<file path="config.mk">
export PLATFORM = sky130hd
export DESIGN_NAME = cla_bist
export DESIGN_NICKNAME = d
export VERILOG_FILES = /design/src/rtl/cla_bist_pkg.sv /design/src/rtl/cla_bist_vec_cnt.sv /design/src/rtl/cla_bist.sv
export SDC_FILE = /design/constraint.sdc
export NUM_CORES = 1
export LEC_CHECK = 0
export CORE_MARGIN = 4
export CORE_UTILIZATION = 40
export CTS_BUF_LIST = sky130_fd_sc_hd__clkbuf_4
export CTS_CLUSTER_SIZE = 10
export DETAILED_ROUTE_END_ITERATION = 7
export GPL_ROUTABILITY_DRIVEN = 0
export PLACE_DENSITY = 0.66
export SLEW_MARGIN = 20
export SYNTH_ARGS = -nofsm -noshare
export SYNTH_HDL_FRONTEND = slang
export SYNTH_SLANG_ARGS = --single-unit
</file>
<file path="constraint.sdc">
create_clock -name clk -period 3.3 [get_ports clk]
set_clock_uncertainty 0.2 [all_clocks]
set_input_delay 0.66 -clock clk [delete_from_list [all_inputs] [get_ports clk]]
set_output_delay 0.66 -clock clk [all_outputs]
set_load 0.01 [all_outputs]
</file>
<file path="src/rtl/cla_bist_pkg.sv">
// cla_bist_pkg: FSM state enum, default WIDTH/SETTLE and exhaustive vector count for the CLA self-test
package cla_bist_pkg;
  typedef enum logic [1:0] {IDLE, HOLD, DONE} state_t;
  localparam int DEF_WIDTH = 4;
  localparam int DEF_SETTLE = 1;
  localparam int NVEC = 1 << (2 * DEF_WIDTH);
endpackage

</file>
<file path="src/rtl/cla_bist_vec_cnt.sv">
// cla_bist_vec_cnt: N-bit operand-pair counter (in: clk, rst, i_clr, i_inc; out: o_cnt, o_last at LAST)
module cla_bist_vec_cnt
  import cla_bist_pkg::*;
#(
  parameter int N = 2 * DEF_WIDTH,
  parameter int LAST = NVEC - 1
) (
  input  logic         clk,
  input  logic         rst,
  input  logic         i_clr,
  input  logic         i_inc,
  output logic [N-1:0] o_cnt,
  output logic         o_last
);
  logic [N-1:0] r_cnt;
  always_ff @(posedge clk)
    if (rst || i_clr) r_cnt <= '0;
    else if (i_inc) r_cnt <= r_cnt + 1'b1;
  assign o_cnt = r_cnt;
  assign o_last = r_cnt == N'(LAST);
endmodule

</file>
<file path="src/rtl/cla_bist.sv">
// cla_bist: exhaustive CLA self-test (in: clk, rst, start, sum_i, cout_i; out: a_o, b_o, busy, done, pass, err_cnt, fail_valid, fail_a, fail_b)
module cla_bist
  import cla_bist_pkg::*;
#(
  parameter int WIDTH = DEF_WIDTH,
  parameter int SETTLE = DEF_SETTLE
) (
  input  logic             clk,
  input  logic             rst,
  input  logic             start,
  output logic [WIDTH-1:0] a_o,
  output logic [WIDTH-1:0] b_o,
  input  logic [WIDTH-1:0] sum_i,
  input  logic             cout_i,
  output logic             busy,
  output logic             done,
  output logic             pass,
  output logic [2*WIDTH:0] err_cnt,
  output logic             fail_valid,
  output logic [WIDTH-1:0] fail_a,
  output logic [WIDTH-1:0] fail_b
);
  localparam int HW = SETTLE > 0 ? $clog2(SETTLE + 1) : 1;
  state_t             r_state, w_state_d;
  logic [HW-1:0]      r_hold;
  logic [2*WIDTH:0]   r_err;
  logic               r_fv;
  logic [WIDTH-1:0]   r_fa, r_fb;
  logic [2*WIDTH-1:0] w_vec;
  logic               w_last, w_go, w_check, w_mis;
  cla_bist_vec_cnt #(
    .N(2 * WIDTH),
    .LAST((1 << (2 * WIDTH)) - 1)
  ) u_vec (
    .clk(clk),
    .rst(rst),
    .i_clr(w_go),
    .i_inc(w_check),
    .o_cnt(w_vec),
    .o_last(w_last)
  );
  assign {a_o, b_o} = w_vec;
  assign w_go = start && r_state != HOLD;
  assign w_check = r_state == HOLD && r_hold == '0;
  assign w_mis = ({1'b0, a_o} + {1'b0, b_o}) != {cout_i, sum_i};
  always_comb w_state_d = w_go ? HOLD : (w_check && w_last) ? DONE : r_state;
  always_ff @(posedge clk) r_state <= rst ? IDLE : w_state_d;
  always_ff @(posedge clk)
    if (rst || w_go) begin
      r_hold <= rst ? '0 : HW'(SETTLE);
      r_err <= '0;
      r_fv <= 1'b0;
      r_fa <= '0;
      r_fb <= '0;
    end else if (r_state == HOLD) begin
      r_hold <= w_check ? HW'(SETTLE) : r_hold - 1'b1;
      if (w_check && w_mis) begin
        r_err <= r_err + 1'b1;
        if (!r_fv) begin
          r_fv <= 1'b1;
          r_fa <= a_o;
          r_fb <= b_o;
        end
      end
    end
  assign busy = r_state == HOLD;
  assign done = r_state == DONE;
  assign pass = done && r_err == '0;
  assign err_cnt = r_err;
  assign fail_valid = r_fv;
  assign fail_a = r_fa;
  assign fail_b = r_fb;
endmodule

</file>
# After elaboration in Yosys (flattened, before gate mapping)
# Cells that the tools add are included.
[op_classes]
n_bitwise = 2
mux = 6
addsub = 4
n_reduce_logical = 12
eq_ne = 5
[op_table]
columns = ["operator", "count"]
rows = [
  ["$add A9 B1 Y9 const B", 1],
  ["$logic_not A9 Y1", 1],
  ["$add A8 B1 Y8 const B", 1],
  ["$eq A8 B8 Y1 const B", 1],
  ["$mux W1", 6],
  ["$add A4 B4 Y5", 1],
  ["$logic_and A1 B1 Y1", 5],
  ["$ne A5 B5 Y1", 1],
  ["$reduce_bool A2 Y1", 2],
  ["$reduce_and A3 Y1", 1],
  ["$eq A2 B1 Y1 const B", 1],
  ["$eq A2 B2 Y1 const B", 1],
  ["$ne A2 B1 Y1 const B", 1],
  ["$not A1 Y1", 2],
  ["$reduce_and A2 Y1", 1],
  ["$reduce_or A2 Y1", 1],
  ["$logic_or A1 B1 Y1", 1],
  ["$sub A1 B1 Y1 const B", 1],
]
[totals]
inputBits = 8
regBits = 29
wordCells = 37
out_inout_bits = 29

# Longest topological paths before layout
[logic_depth]
depth_word = 5
depth_mapped = 8

# Modules after synthesis
# From an unflattened synthesis, not the netlist that was laid out.
[unflattened]
hier_cells = 178
area_unflattened_um2 = 1574.0
[modules_own_cells]
columns = ["module", "cells_per_inst", "instances", "area_each_um2", "seq_area_each_um2"]
rows = [
  ["cla_bist", 138, 1, 1218.7, 430.4],
  ["cla_bist_vec_cnt", 40, 1, 355.3, 160.2],
]

# Worst setup path after synthesis
# No wires, ideal clock.
[synth_path]
kind = "register -> register"
from = "register u_vec.r_cnt[4], in the netlist u_vec.o_cnt[4]"
to = "register r_fv, in the netlist fail_valid"
slack_ps = 763
path_stages_with_launch = 9
setup_ps = 115
t_arrival_ps = 2222
t_required_ps = 2985
n_path_buf = 1
synth_period_minus_slack_ps = 2537
cell_sequence = "dfxtp_1 ha_1 fa_1 xnor2_1 nand2_1 nor4_4 buf_4 a21oi_1 o21a_1"
[synth_between]
elab_chain_cells = 4
[synth_lines]
columns = ["element", "line", "rtl"]
rows = [
  ["start, declared", "cla_bist_vec_cnt.sv:15", "logic [N-1:0] r_cnt;"],
  ["start signal, assigned", "cla_bist_vec_cnt.sv:18", "else if (i_inc) r_cnt <= r_cnt + 1'b1;"],
  ["$add A4 B4 Y5", "cla_bist.sv:45", "assign w_mis = ({1'b0, a_o} + {1'b0, b_o}) != {cout_i, sum_i};"],
  ["$ne A5 B5 Y1", "cla_bist.sv:45", ""],
  ["$logic_and A1 B1 Y1", "cla_bist.sv:57", "if (w_check && w_mis) begin"],
  ["$reduce_and A2 Y1 (no line)", "n/a", ""],
  ["end signal, assigned", "cla_bist.sv:52", "r_fv <= 1'b0;"],
  ["end signal, assigned", "cla_bist.sv:60", "r_fv <= 1'b1;"],
  ["end, declared", "cla_bist.sv:27", "logic r_fv;"],
]
# Every way passes these cells.
# A chain may end at the register's enable or synchronous reset.

# Worst setup path in the final report
[layout_path]
from = "register u_vec.r_cnt[0], in the netlist u_vec.o_cnt[0]"
to = "register r_fb[2], in the netlist fail_b[2]"
[layout_between]
elab_chain_cells = 4
[layout_lines]
columns = ["element", "line", "rtl"]
rows = [
  ["$add A4 B4 Y5", "cla_bist.sv:45", ""],
  ["$ne A5 B5 Y1", "cla_bist.sv:45", ""],
  ["$logic_and A1 B1 Y1", "cla_bist.sv:57", ""],
  ["$reduce_and A3 Y1 (no line)", "n/a", ""],
  ["end signal, assigned", "cla_bist.sv:62", "r_fb <= b_o;"],
  ["end, declared", "cla_bist.sv:28", "logic [WIDTH-1:0] r_fa, r_fb;"],
]
# Every way passes these cells.

==> reports/metrics.yaml <==
drcViolationCount: 0
endpoint_kind: "flip-flop"
synth.distinct_cells: 33
max_freq_mhz: 360
dieArea_um2: 5000
antenna_cells: 0
synthSimpleGateAreaFrac_pct: 23.9
synth_mux_area_share_pct: 8.92
die_height_um: 70.7
peakVddDrop_mv: 0.193
yosys-top-cells-count: "37 x nand2_1, 28 x dfxtp_1, 14 x a21oi_1, 14 x mux2i_1, 9 x nand4_1"
hold_violations: 0
grt_max_degree: 34
rsz0062_at_grt: "no"
crit_arrival_ps: 2820
grt_pass1_wl_um: 6050
synthTopCellsByArea: "dfxtp_1 36%, mux2i_1 8.9%, nand2_1 8.8%, ha_1 5.6%, a21oi_1 4.5%"
dieWidth_um: 70.7
numCtsBuffers: 5
yosysMostFrequentCell: "nand2_1"
yosysTopAreaCellShare_pct: 35.7
rr_worst_depth: 8
ys.warnings.count: 0
grt_pass1_vias: 1331
syn_area_um2: 1570
cp-start-kind: "flip-flop"
synthAdderAreaFrac_pct: 6.85
cts_hold_buf: 0
r2r-start: "u_vec.o_cnt[0]"
num_vias: 1404
path_class: "flip-flop to flip-flop"
synth_cells: 178
async_flop_share_pct: 0
drtIter0Drc: 73
hold_path_class: "flip-flop to flip-flop"
antenna_found_initial: 0
clock_power_share_pct: 33.0
grt-ovfl-total: 0
seqPwrFrac_pct: 55.5
finalCritPeriodShare_pct: 84.2
fin_crit_ps: 2780
swShare_pct: 25.3
ys_seq_area_share_pct: 37.6
finalSetupViolations: 0
hold_ws_ps: 261
synth_enable_flop_cells: 1
row_count: 22
cts_tree: "yes"
vias_per_cell: 5.26
dp_hpwl_um: 2780
ys_seq_elements: 29
fin_setup_tns_ps: 0
grt.total_usage_pct: 15.2
io_buffers: 36
wl_um: 3610
max-clock-path-buffers: 2
dpl_cell_area_um2: 2000
initial_core_util_pct: 42.3
final_area_um2: 2050
ant_nets: 0
crit_end: "fail_b[2]"
p_leak_uw: 0.000723
p_int_uw: 489
startpoint: "u_vec.o_cnt[0]"
slew_violations: 0
core_area_um2: 3720
wl_per_cell_um: 13.5
netSwitchingPower_uw: 166
ys.flop_type: "dfxtp_1"
cts_sinks: 29
outcome: "finished, final reports clean"
io_pins: 37
cts-root-buf: "clkbuf_4"
tightestPinTransition_ps: 528
area_growth_pct: 30.7
yosys.area_share.xor_xnor_pct: 6.13
synth_fp_nets: 194
h-tree-depth: 2
fin_nets: 234
synth_top_family_by_area: "simple AND/OR/NAND/NOR gates"
drive_gt1_share_pct: 8.22
rrSetupSlack_ps: 520
clock_latency_ps: 330
drt_pass1_iterations: 4
r2r_end: "fail_b[2]"
post-route-util_pct: 55.3
synth_compound_area_share_pct: 12.9
post_cts_buffers: 0
p_comb_share_pct: 11.5
p_per_area_nw_per_um2: 319
cp_max_fo: 12
slew_headroom_pct: 64.7
yosys.area.top_type: "dfxtp_1"
syn_area_per_cell_um2: 8.83
num-fill-cells: 348
cts_repair_resize_count: 0
required_ps: 3350
path_clk_slew_ps: 90
cap_violations: 0
[layout make-up]
type	count	area, um^2	area share (%)
clock buffer	7	52.6	2.56
clock inverter	1	3.75	0.183
inverter	6	22.5	1.10
multi-input combinational	135	926	45.1
sequential	29	591	28.8
tap	48	60.1	2.93
timing repair buffer	41	398	19.4
[layout by cell type, fill, tap and decap left out, drive strengths merged, types with 2 or more instances in the layout]
master         count
dfxtp             28
nand4              9
a21oi             14
a21o               2
clkbuf             7
nand2b             6
mux2i             14
nor4               2
clkdlybuf4s50     36
ha                 7
nand3              3
nor2               8
o21ai              4
a2111oi            3
buf                5
and3               3
xnor2              5
nand2             37
inv                6
or3                2
a2111o             2
xor2               6
[stage by stage]
| step | total power [uW] | cells | setup WS [ps] |
|---|---|---|---|
| 6_report | 655 | 267 | 521 |
| 2_1_floorplan | 420 | 178 | 763 |
| 5_1_grt | 685 | 267 | 361 |
| 4_1_cts | 661 | 267 | 485 |
| 3_5_place_dp | 447 | 259 | 461 |
| 3_3_place_gp | 446 | 259 | 516 |
[cell families after synthesis]
family	after synthesis
AO/OA/AOI/OAI	28
XOR/XNOR	11
adder cells (fa/ha/maj)	8
buffers and inverters	14
flip-flops	29
multiplexers	14
AND/OR/NAND/NOR	74
[critical path: stages, from the launching register on]
cell	delay [ps]
dfxtp_1	390
ha_1	230
fa_1	420
xnor2_1	160
xnor2_1	240
nor4_4	80
buf_4	190
a211oi_4	520
mux2i_1	270
[flip-flops by register name, summed over array words and instances, names as in the netlist]
register / cells
err_cnt: 9
fail_a: 4
fail_b: 4
fail_valid: 1
r_hold: 1
r_state: 2
u_vec.o_cnt: 8
[how the worst min path moves through the flow]
stage	start	endpoint	slack, ps	cells past startpoint
after CTS	fail_b[1]	fail_b[1]	260	2
after floorplan	r_state[0]	r_state[0]	260	2
after global placement	fail_b[2]	fail_b[2]	240	2
after detailed placement	fail_b[1]	fail_b[1]	250	2
after global routing	fail_a[3]	fail_a[3]	290	2
final	fail_a[0]	fail_a[0]	260	2
[power groups by stage]
stage / clock network, uW / logic (uW) / registers [uW]
global placement: 0 / 74.3 / 371
floorplan: 0 / 49.1 / 371
detailed placement: 0 / 75.5 / 372
global route: 238 / 83.1 / 365
finish: 216 / 75.1 / 364
CTS: 222 / 75.7 / 364
[layer usage]
layer | global-route usage (%) | routed length [um]
met5 | 0 | 0
met4 | 5.43 | 29
met1 | 18.7 | 1620
met2 | 24.3 | 1770
met3 | 5.54 | 201
Power figures use the tool's default switching activity.
